--- src/rtl/ppu_pkg.sv ---
// Shared types and timing constants for the PPU mode scheduler.
// The state encoding embeds the STAT mode in bits [1:0] so mode is a plain flop output.
package ppu_pkg;

    localparam int DOTS_PER_LINE = 456;
    localparam int OAM_DOTS      = 80;
    localparam int VISIBLE_LINES = 144;
    localparam int TOTAL_LINES   = 154;

    localparam logic [8:0] LAST_DOT        = 9'(DOTS_PER_LINE - 1);
    localparam logic [8:0] OAM_END_DOT     = 9'(OAM_DOTS - 1);
    localparam logic [7:0] FIRST_VBLANK_LY = 8'(VISIBLE_LINES);
    localparam logic [7:0] LAST_LY         = 8'(TOTAL_LINES - 1);

    typedef enum logic [1:0] {
        MODE_HBLANK = 2'd0,
        MODE_VBLANK = 2'd1,
        MODE_OAM    = 2'd2,
        MODE_XFER   = 2'd3
    } ppu_mode_t;

    typedef enum logic [2:0] {
        ST_HBLANK = 3'b000,
        ST_VBLANK = 3'b001,
        ST_OAM    = 3'b010,
        ST_XFER   = 3'b011,
        ST_OFF    = 3'b100
    } ppu_state_t;

    function automatic ppu_mode_t state_mode(input ppu_state_t s);
        return ppu_mode_t'(s[1:0]);
    endfunction

endpackage

--- src/rtl/ppu_stat_irq.sv ---
// LYC compare register, STAT line OR and rising-edge interrupt request.
// enable low forces the line low, so re-enabling with a source active yields a fresh pulse.
module ppu_stat_irq
    import ppu_pkg::*;
(
    input  logic       clk,
    input  logic       rst_n,
    input  logic       enable,
    input  logic [1:0] mode,
    input  logic [7:0] LY,
    input  logic [7:0] LYC,
    input  logic [3:0] stat_sel,
    output logic       lyc_eq,
    output logic       stat_irq
);

    logic stat_line;
    logic stat_line_q;

    always_comb begin
        stat_line = enable && ((stat_sel[3] && lyc_eq) ||
                               (stat_sel[2] && (mode == MODE_OAM)) ||
                               (stat_sel[1] && (mode == MODE_VBLANK)) ||
                               (stat_sel[0] && (mode == MODE_HBLANK)));
    end

    always_ff @(posedge clk or negedge rst_n) begin
        if (!rst_n) begin
            lyc_eq      <= 1'b0;
            stat_line_q <= 1'b0;
            stat_irq    <= 1'b0;
        end else begin
            lyc_eq      <= enable && (LY == LYC);
            stat_line_q <= stat_line;
            stat_irq    <= stat_line && !stat_line_q;
        end
    end

endmodule

--- src/rtl/ppu_mode_scheduler.sv ---
// Per-dot PPU line/frame sequencer: walks OAM -> XFER -> HBLANK per visible line, then VBLANK.
//
//   state  | meaning
//   OFF    | lcd disabled, counters held at 0, mode reports 0
//   OAM    | mode 2, dots 0..79 of a visible line
//   XFER   | mode 3, pixel pipeline running until its done pulse
//   HBLANK | mode 0, rest of the visible line
//   VBLANK | mode 1, lines 144..153
module ppu_mode_scheduler
    import ppu_pkg::*;
(
    input  logic       clk,
    input  logic       rst_n,
    input  logic       lcd_en,
    input  logic [7:0] LYC,
    input  logic [3:0] stat_sel,
    input  logic       mode3_done,
    output logic       oam_scan_start,
    output logic       mode3_start,
    output logic [1:0] mode,
    output logic [7:0] LY,
    output logic [8:0] dot_count,
    output logic       lyc_eq,
    output logic       vblank_irq,
    output logic       stat_irq,
    output logic       frame_start,
    output logic       mode3_overrun
);

    ppu_state_t state;
    logic [7:0] ly_next;
    logic       done_ok;
    logic       active;

    assign ly_next = (LY == LAST_LY) ? 8'd0 : LY + 8'd1;
    // mode3_start is high only in the first XFER cycle, where a done pulse is stale
    assign done_ok = mode3_done && !mode3_start;
    assign active  = lcd_en && (state != ST_OFF);
    assign mode    = state_mode(state);

    always_ff @(posedge clk or negedge rst_n) begin
        if (!rst_n) begin
            state          <= ST_OFF;
            dot_count      <= '0;
            LY             <= '0;
            oam_scan_start <= 1'b0;
            mode3_start    <= 1'b0;
            frame_start    <= 1'b0;
            vblank_irq     <= 1'b0;
            mode3_overrun  <= 1'b0;
        end else begin
            oam_scan_start <= 1'b0;
            mode3_start    <= 1'b0;
            frame_start    <= 1'b0;
            vblank_irq     <= 1'b0;
            if (!lcd_en) begin
                state         <= ST_OFF;
                dot_count     <= '0;
                LY            <= '0;
                mode3_overrun <= 1'b0;
            end else if (state == ST_OFF) begin
                state          <= ST_OAM;
                dot_count      <= '0;
                LY             <= '0;
                oam_scan_start <= 1'b1;
                frame_start    <= 1'b1;
            end else if (dot_count == LAST_DOT) begin
                // line wrap outranks a done pulse arriving on the last dot
                dot_count <= '0;
                LY        <= ly_next;
                if ((state == ST_XFER) && !done_ok)
                    mode3_overrun <= 1'b1;
                if (ly_next < FIRST_VBLANK_LY) begin
                    state          <= ST_OAM;
                    oam_scan_start <= 1'b1;
                    frame_start    <= (ly_next == 8'd0);
                end else begin
                    state      <= ST_VBLANK;
                    vblank_irq <= (ly_next == FIRST_VBLANK_LY);
                end
            end else begin
                dot_count <= dot_count + 9'd1;
                case (state)
                    ST_OAM: begin
                        if (dot_count == OAM_END_DOT) begin
                            state       <= ST_XFER;
                            mode3_start <= 1'b1;
                        end
                    end
                    ST_XFER: begin
                        if (done_ok)
                            state <= ST_HBLANK;
                    end
                    default: ;
                endcase
            end
        end
    end

    ppu_stat_irq u_stat_irq (
        .clk      (clk),
        .rst_n    (rst_n),
        .enable   (active),
        .mode     (mode),
        .LY       (LY),
        .LYC      (LYC),
        .stat_sel (stat_sel),
        .lyc_eq   (lyc_eq),
        .stat_irq (stat_irq)
    );

endmodule
--- config.mk ---
export PLATFORM = sky130hd
export DESIGN_NAME = ppu_mode_scheduler
export DESIGN_NICKNAME = d
export VERILOG_FILES = /design/src/rtl/ppu_pkg.sv /design/src/rtl/ppu_stat_irq.sv /design/src/rtl/ppu_mode_scheduler.sv
export SDC_FILE = /design/constraint.sdc
export NUM_CORES = 1
export LEC_CHECK = 0
export ABC_AREA = 1
export CORE_UTILIZATION = 45
export CTS_BUF_LIST = sky130_fd_sc_hd__clkbuf_8 sky130_fd_sc_hd__clkbuf_16
export DETAILED_ROUTE_END_ITERATION = 12
export PLACE_DENSITY = 0.84
export SYNTH_ARGS = -nofsm -noshare
export SYNTH_HDL_FRONTEND = slang
export SYNTH_SLANG_ARGS = --single-unit
--- constraint.sdc ---
create_clock -name clk -period 2 [get_ports clk]
set_input_delay 0.4 -clock clk [delete_from_list [all_inputs] [get_ports clk]]
set_output_delay 0.4 -clock clk [all_outputs]
set_load 0.01 [all_outputs]
==> run metrics <==
status completed; RSZ-0062 raised after global routing no; Final Net Count between 200 and 300; DR WL/cell between 10 and 15 um; Critical Path Sink Type output pin; Post-Syn Area roughly 1600 um2; Synth Net Count around 220; multi-input combinational cell area ~760 um2; r2r startpoint LY[0]; worst min-delay path startpoint u_stat_irq.stat_line_q; drt first-iter violations 55; die span in y slightly above 60 um; hold endpoint u_stat_irq.stat_irq; dpl hpwl roughly 2800 um; Clk pwr share approximately 22%; worst-margin pin slew approximately 370 ps; Internal Power ~1.1 mW; f_max approximately 550 MHz; CP Cell Sequence clkdlybuf4s50_1; Required @ worst endpoint approximately 1600 ps; hold path cells 1; Worst Clk Skew 6.34 ps; sequential share of power 46.0%; flip-flop and latch area ~700 um2; RD Place Congestion approximately 0.91; Slew HR 75.5%; worst reg-to-reg path cell count 11; Root Buffer clkbuf_8; sequential area share after synthesis between 40% and 50%; Max stage delay cell, worst path clkdlybuf4s50_1; initial antenna violation count 0; CTS H-tree depth 1; P&R area growth vs syn 31.8%; Lkg Pwr around 1.0 nW; crit path kind flip-flop to output pin; area leader, netlist dfrtp_1; CP max FO 9; most numerous cell in the Yosys netlist nand2_1; cts repair resizes 0; synth warn 0; Startpoint Class flip-flop; PwrDens around 730 nW/um2; r2r setup slk ~260 ps; hold_buf cts 0; largest net degree at the start of global routing 29; total grt overflow 0; total iterations of the first detailed-routing run 4; P_sw just under 0.5 mW; final WL roughly 3500 um; r2r endpoint state[0]; Final Setup Violations 0; vias in the first global route 1,380; Tcrit/Tclk final 91.4%; number of enable flip-flop cells after synthesis 0; IO Port Bufs just over 40; Rows 21; setup_tns 0 ps; CTS Buffer Depth 2; Initial Util a little under half; die area roughly 3800 um2; core box area approximately 3400 um2; Gate Count Post-Synth 202; Syn Area/Cell 7.97 um2; Peak VDD IR roughly 0.00043 V; Final Max Tran Viols 0; FFs w/ async S/R, synth between 90% and 100%; DRC viols 0; CTS tree yes; Arr. time, crit path between 1000 and 1500 ps; first-pass GRT wire length approximately 5600 um; Vias/cell roughly 5.0; sw frac between 30% and 40%; Post-synth top flop dfrtp_1; Final Hold Fails 0; delay-heaviest family, CP buffers and inverters; synth top area cells dfrtp_1 (42%), nand2_1 (7.7%), inv_1 (6.8%); CTS clock-pin slew for the worst setup and hold paths roughly 90 ps; Seq cells post-synth 28; Post-CTS Setup Bufs 0; area of placed instances just over 2000 um2; Ant. Diodes 0; Netlist cell types 31; Comb pwr share between 30% and 40%; share of cells above drive strength 1 a little under a tenth; Post-DRT Antenna Nets 0; minimum clock period between 1500 and 2000 ps; CTS sink cnt 28; Hold Crit Class flip-flop to flip-flop; Worst path max stage delay 600 ps; clock latency on the worst-skew pair about 280 ps; fin area 2120 um2; Max-cap violations 0; most frequent cells after synthesis nand2_1 (33), inv_1 (29), dfrtp_1 (27), nor2_1 (27), nand3_1 (13); total CTS buffers 3; WP buf/inv 1; share of Yosys cell area claimed by the top area cell type 42.0%; via count 1,456; Die Width roughly 60 um; gr usage total between 20% and 30%; Fillers between 200 and 300; I/O Pins 42
-- how the worst max path moves through the flow --
stage | slack, ps | endpoint | depth (start not counted) | from
after floorplan | 460 | state[1] | 12 | LY[0]
after detailed placement | 160 | LY[4] | 5 | lcd_en
final | 170 | LY[0] | 1 | LY[0]
after global placement | 230 | LY[4] | 5 | lcd_en
after CTS | 160 | LY[0] | 1 | LY[0]
after global routing | 90 | frame_start | 9 | LY[0]
-- through the flow --
step	power [mW]	std cells	hold slack, ps	setup WS [ps]	utilization, %
after floorplan	1.03	202	104	464	-
after detailed placement	1.22	288	411	165	60.9
after CTS	1.56	292	425	163	62.6
final	1.55	292	421	172	62.6
after global routing	1.65	292	427	88.7	62.6
after global placement	1.21	288	417	228	60.9
-- cell usage in the layout (no fill, tap or decap), types with 2 or more instances in the layout --
cell,count
dfrtp_1,27
nand2_1,33
nor4_1,2
nand3_2,3
buf_4,2
clkbuf_8,4
nand3_1,13
nand2_2,4
nand4_1,4
nor3_1,2
nor2_1,27
nor2_2,4
a21oi_1,11
o21ai_0,9
inv_1,29
o31ai_1,2
xor2_1,8
clkdlybuf4s50_1,41
ha_1,3
nand3b_1,2
inv_2,2
o22ai_1,4
-- metal layers --
metal | part of all wire, % | track usage (%)
met1 | 46 | 25.2
met2 | 48 | 34.3
met3 | 3.6 | 2.07
met4 | 1.8 | 10.2
met5 | 0 | 0
-- sequential cells by signal, summed over array words and instances, names as in the netlist --
| name | flops |
|---|---|
| u_stat_irq.stat_line_q | 1 |
| vblank_irq | 1 |
| oam_scan_start | 1 |
| frame_start | 1 |
| LY | 8 |
| mode3_start | 1 |
| dot_count | 9 |
| u_stat_irq.lyc_eq | 1 |
| mode3_overrun | 1 |
| state | 3 |
| u_stat_irq.stat_irq | 1 |
-- cell type report --
type	instances	share of cell area, %
inverter	31	5.49
clock buffer	4	2.60
tap	46	2.71
timing repair buffer	43	20.1
sequential	28	33.1
multi-input combinational	140	36.0
-- power by group through the flow --
stage | logic (mW) | registers (mW) | clock network (mW)
after floorplan | 0.305 | 0.729 | 0
after global placement | 0.485 | 0.722 | 0
after detailed placement | 0.492 | 0.724 | 0
after CTS | 0.493 | 0.713 | 0.354
after global routing | 0.557 | 0.722 | 0.370
final | 0.491 | 0.713 | 0.346
-- cell families after synthesis --
group,share of synthesized area (%)
simple gates,29.0
buf+inv,8.86
compound gates,11.8
flops,43.6
xor+xnor,4.35
fa+ha+maj,2.33
Power figures use the tool's default switching activity.
==> RTL change (same flow settings) <==
Register the output `stat_irq`; this adds one clock of latency there. The other outputs are not delayed to match.
--- a/src/rtl/ppu_mode_scheduler.sv
+++ b/src/rtl/ppu_mode_scheduler.sv
@@ -26,6 +26,8 @@
     output logic       frame_start,
     output logic       mode3_overrun
 );
+
+    logic stat_irq_d;
 
     ppu_state_t state;
     logic [7:0] ly_next;
@@ -106,7 +108,11 @@
         .LYC      (LYC),
         .stat_sel (stat_sel),
         .lyc_eq   (lyc_eq),
-        .stat_irq (stat_irq)
+        .stat_irq (stat_irq_d)
     );
 
+    always_ff @(posedge clk) begin
+        stat_irq <= stat_irq_d;
+    end
+
 endmodule
Check against the original RTL: not equivalent (a bounded check fails within 4 cycles, from zero or initial values and one cycle with rst_n low).
==> RTL change against the unedited design <==
Global-route usage increased by 0.39 points; register-to-register slack improved by 30 ps; sequential cell count increased by 1; largest power group unchanged; non-clock buffer count increased by 1; setup slack improved by 90 ps; synthesized cell count increased by 0.50%; area after synthesis increased by 1.2%; die area increased by 1.2%; wire length increased by 1.1%; via count increased by 0.21%; critical endpoint is now LY[7]; final area increased by 2.9%; core utilization increased by 1.8 points; total power increased by 9.5%; sequential power increased by 3.9%.
==> RTL change: results (changes against the unedited design) <==
status: "finished, final reports clean"  # unchanged
ys.warnings.count: 0  # unchanged
synth_seq_cells: 29  # was 28
via_count: 1459  # was 1456
grt_pass1_wl_um: 6180  # was 5590 um
slew_headroom_pct: 76.3  # was 75.5%
antenna_found_initial: 0  # unchanged
seq_share_pct: 33.1  # about the same
multi_input_area_share_pct: 35.0  # was 36.0%
wl_met2_um: 1620  # was 1710 um
synth-adder-area-share_pct: 2.30  # was 2.33%
slowest_stage: "clkdlybuf4s50_1"  # unchanged
groute.usage.overall_pct: 20.4  # was 20.0%
hold_path.startpoint: "u_stat_irq.stat_irq$_DFF_PN0_"  # was u_stat_irq.stat_line_q$_DFF_PN0_
place_congestion: 0.853  # was 0.911
first_iter_violations: 66  # was 55
grt.met2_usage_pct: 32.0  # was 34.3%
r2r-start: "dot_count[0]$_DFF_PN0_"  # was LY[0]$_DFFE_PN0P_
drt-total-wl_um: 3560  # was 3520 um
met3_wirelength_um: 144  # was 127 um
fillers: 276  # was 298
place_area_sq_um: 2090  # was 2070 sq um
synth_top_family_by_area: "simple AND/OR/NAND/NOR gates"  # unchanged
clock_latency_ps: 270
cts_max_level: 2  # was 1
nNetsFinal: 270  # was 266
drt-met1-wl_um: 1760  # was 1630 um
skew_ps: 6.44  # was 6.34 ps
async_flop_share_pct: 96.6  # was 100%
arrival_ps: 1340  # was 1430 ps
seq_area_frac_synth_pct: 44.3  # was 43.6%
portBuffers: 41  # unchanged
peakVddDrop_uv: 428  # about the same
dp_slack_ps: 188  # was 165 ps
clkbuf_count: 6  # was 4
hpwl_um: 2710  # was 2780 um
buffers: 44  # was 43
numCtsBuffers: 5  # was 3
avgSynthCellArea_sq_um: 8.02  # was 7.97 sq um
synth_xor_area_share_pct: 4.30  # was 4.35%
vias_per_cell: 4.90  # was 4.99
synth-compound-area-share_pct: 11.7  # was 11.8%
crit_start: "LY[7]$_DFFE_PN0P_"  # was LY[0]$_DFFE_PN0P_
ctsResizeCount: 0  # unchanged
layout.nonclk_buf_share_pct: 19.8  # was 20.1%
synth.net_count: 222  # was 221
grt_pass1_vias: 1409  # was 1380
clkTransAtPathRegs_ps: 60  # was 90 ps
placed_cells: 290  # was 288
clk_share_pct: 4.13  # was 2.60%
p_leak_nw: 1.05  # was 1.01 nW
ys_types: 32  # was 31
grt_use_met3_pct: 5.88  # was 2.07%
grt_use_met1_pct: 26.8  # was 25.2%
drive_gt1_share_pct: 10.3  # was 9.35%
cts-root-buf: "clkbuf_8"  # unchanged
synth_area_leaders: "dfrtp_1, nand2_1, inv_1"  # unchanged
critPathMaxFanout: 6  # was 9
-- RTL change: worst paths after layout --
check	end	slack [ps]	cells past startpoint
setup reg to reg	LY[0]$_DFFE_PN0P_	290	7
setup / recovery	LY[7]	260	1
hold reg to reg	stat_irq$_DFF_P_	340	0
hold / removal	stat_irq$_DFF_P_	340	0
max in group asynchronous	state[2]$_DFFE_PN1P_	1190	2
min in group asynchronous	LY[7]$_DFFE_PN0P_	510	2
-- RTL change: kinds of logic after synthesis --
family,Yosys count
simple gates,97
buf+inv,34
compound gates,32
flops,29
xor+xnor,8
fa+ha+maj,3
-- RTL change: power by group --
part | switching, mW | leakage [nW] | total [mW] | internal [mW]
Clock | 0.199 | 0.0538 | 0.469 | 0.269
Combinational | 0.258 | 0.607 | 0.488 | 0.230
Sequential | 0.0651 | 0.389 | 0.741 | 0.676
Total | 0.522 | 1.05 | 1.70 | 1.17
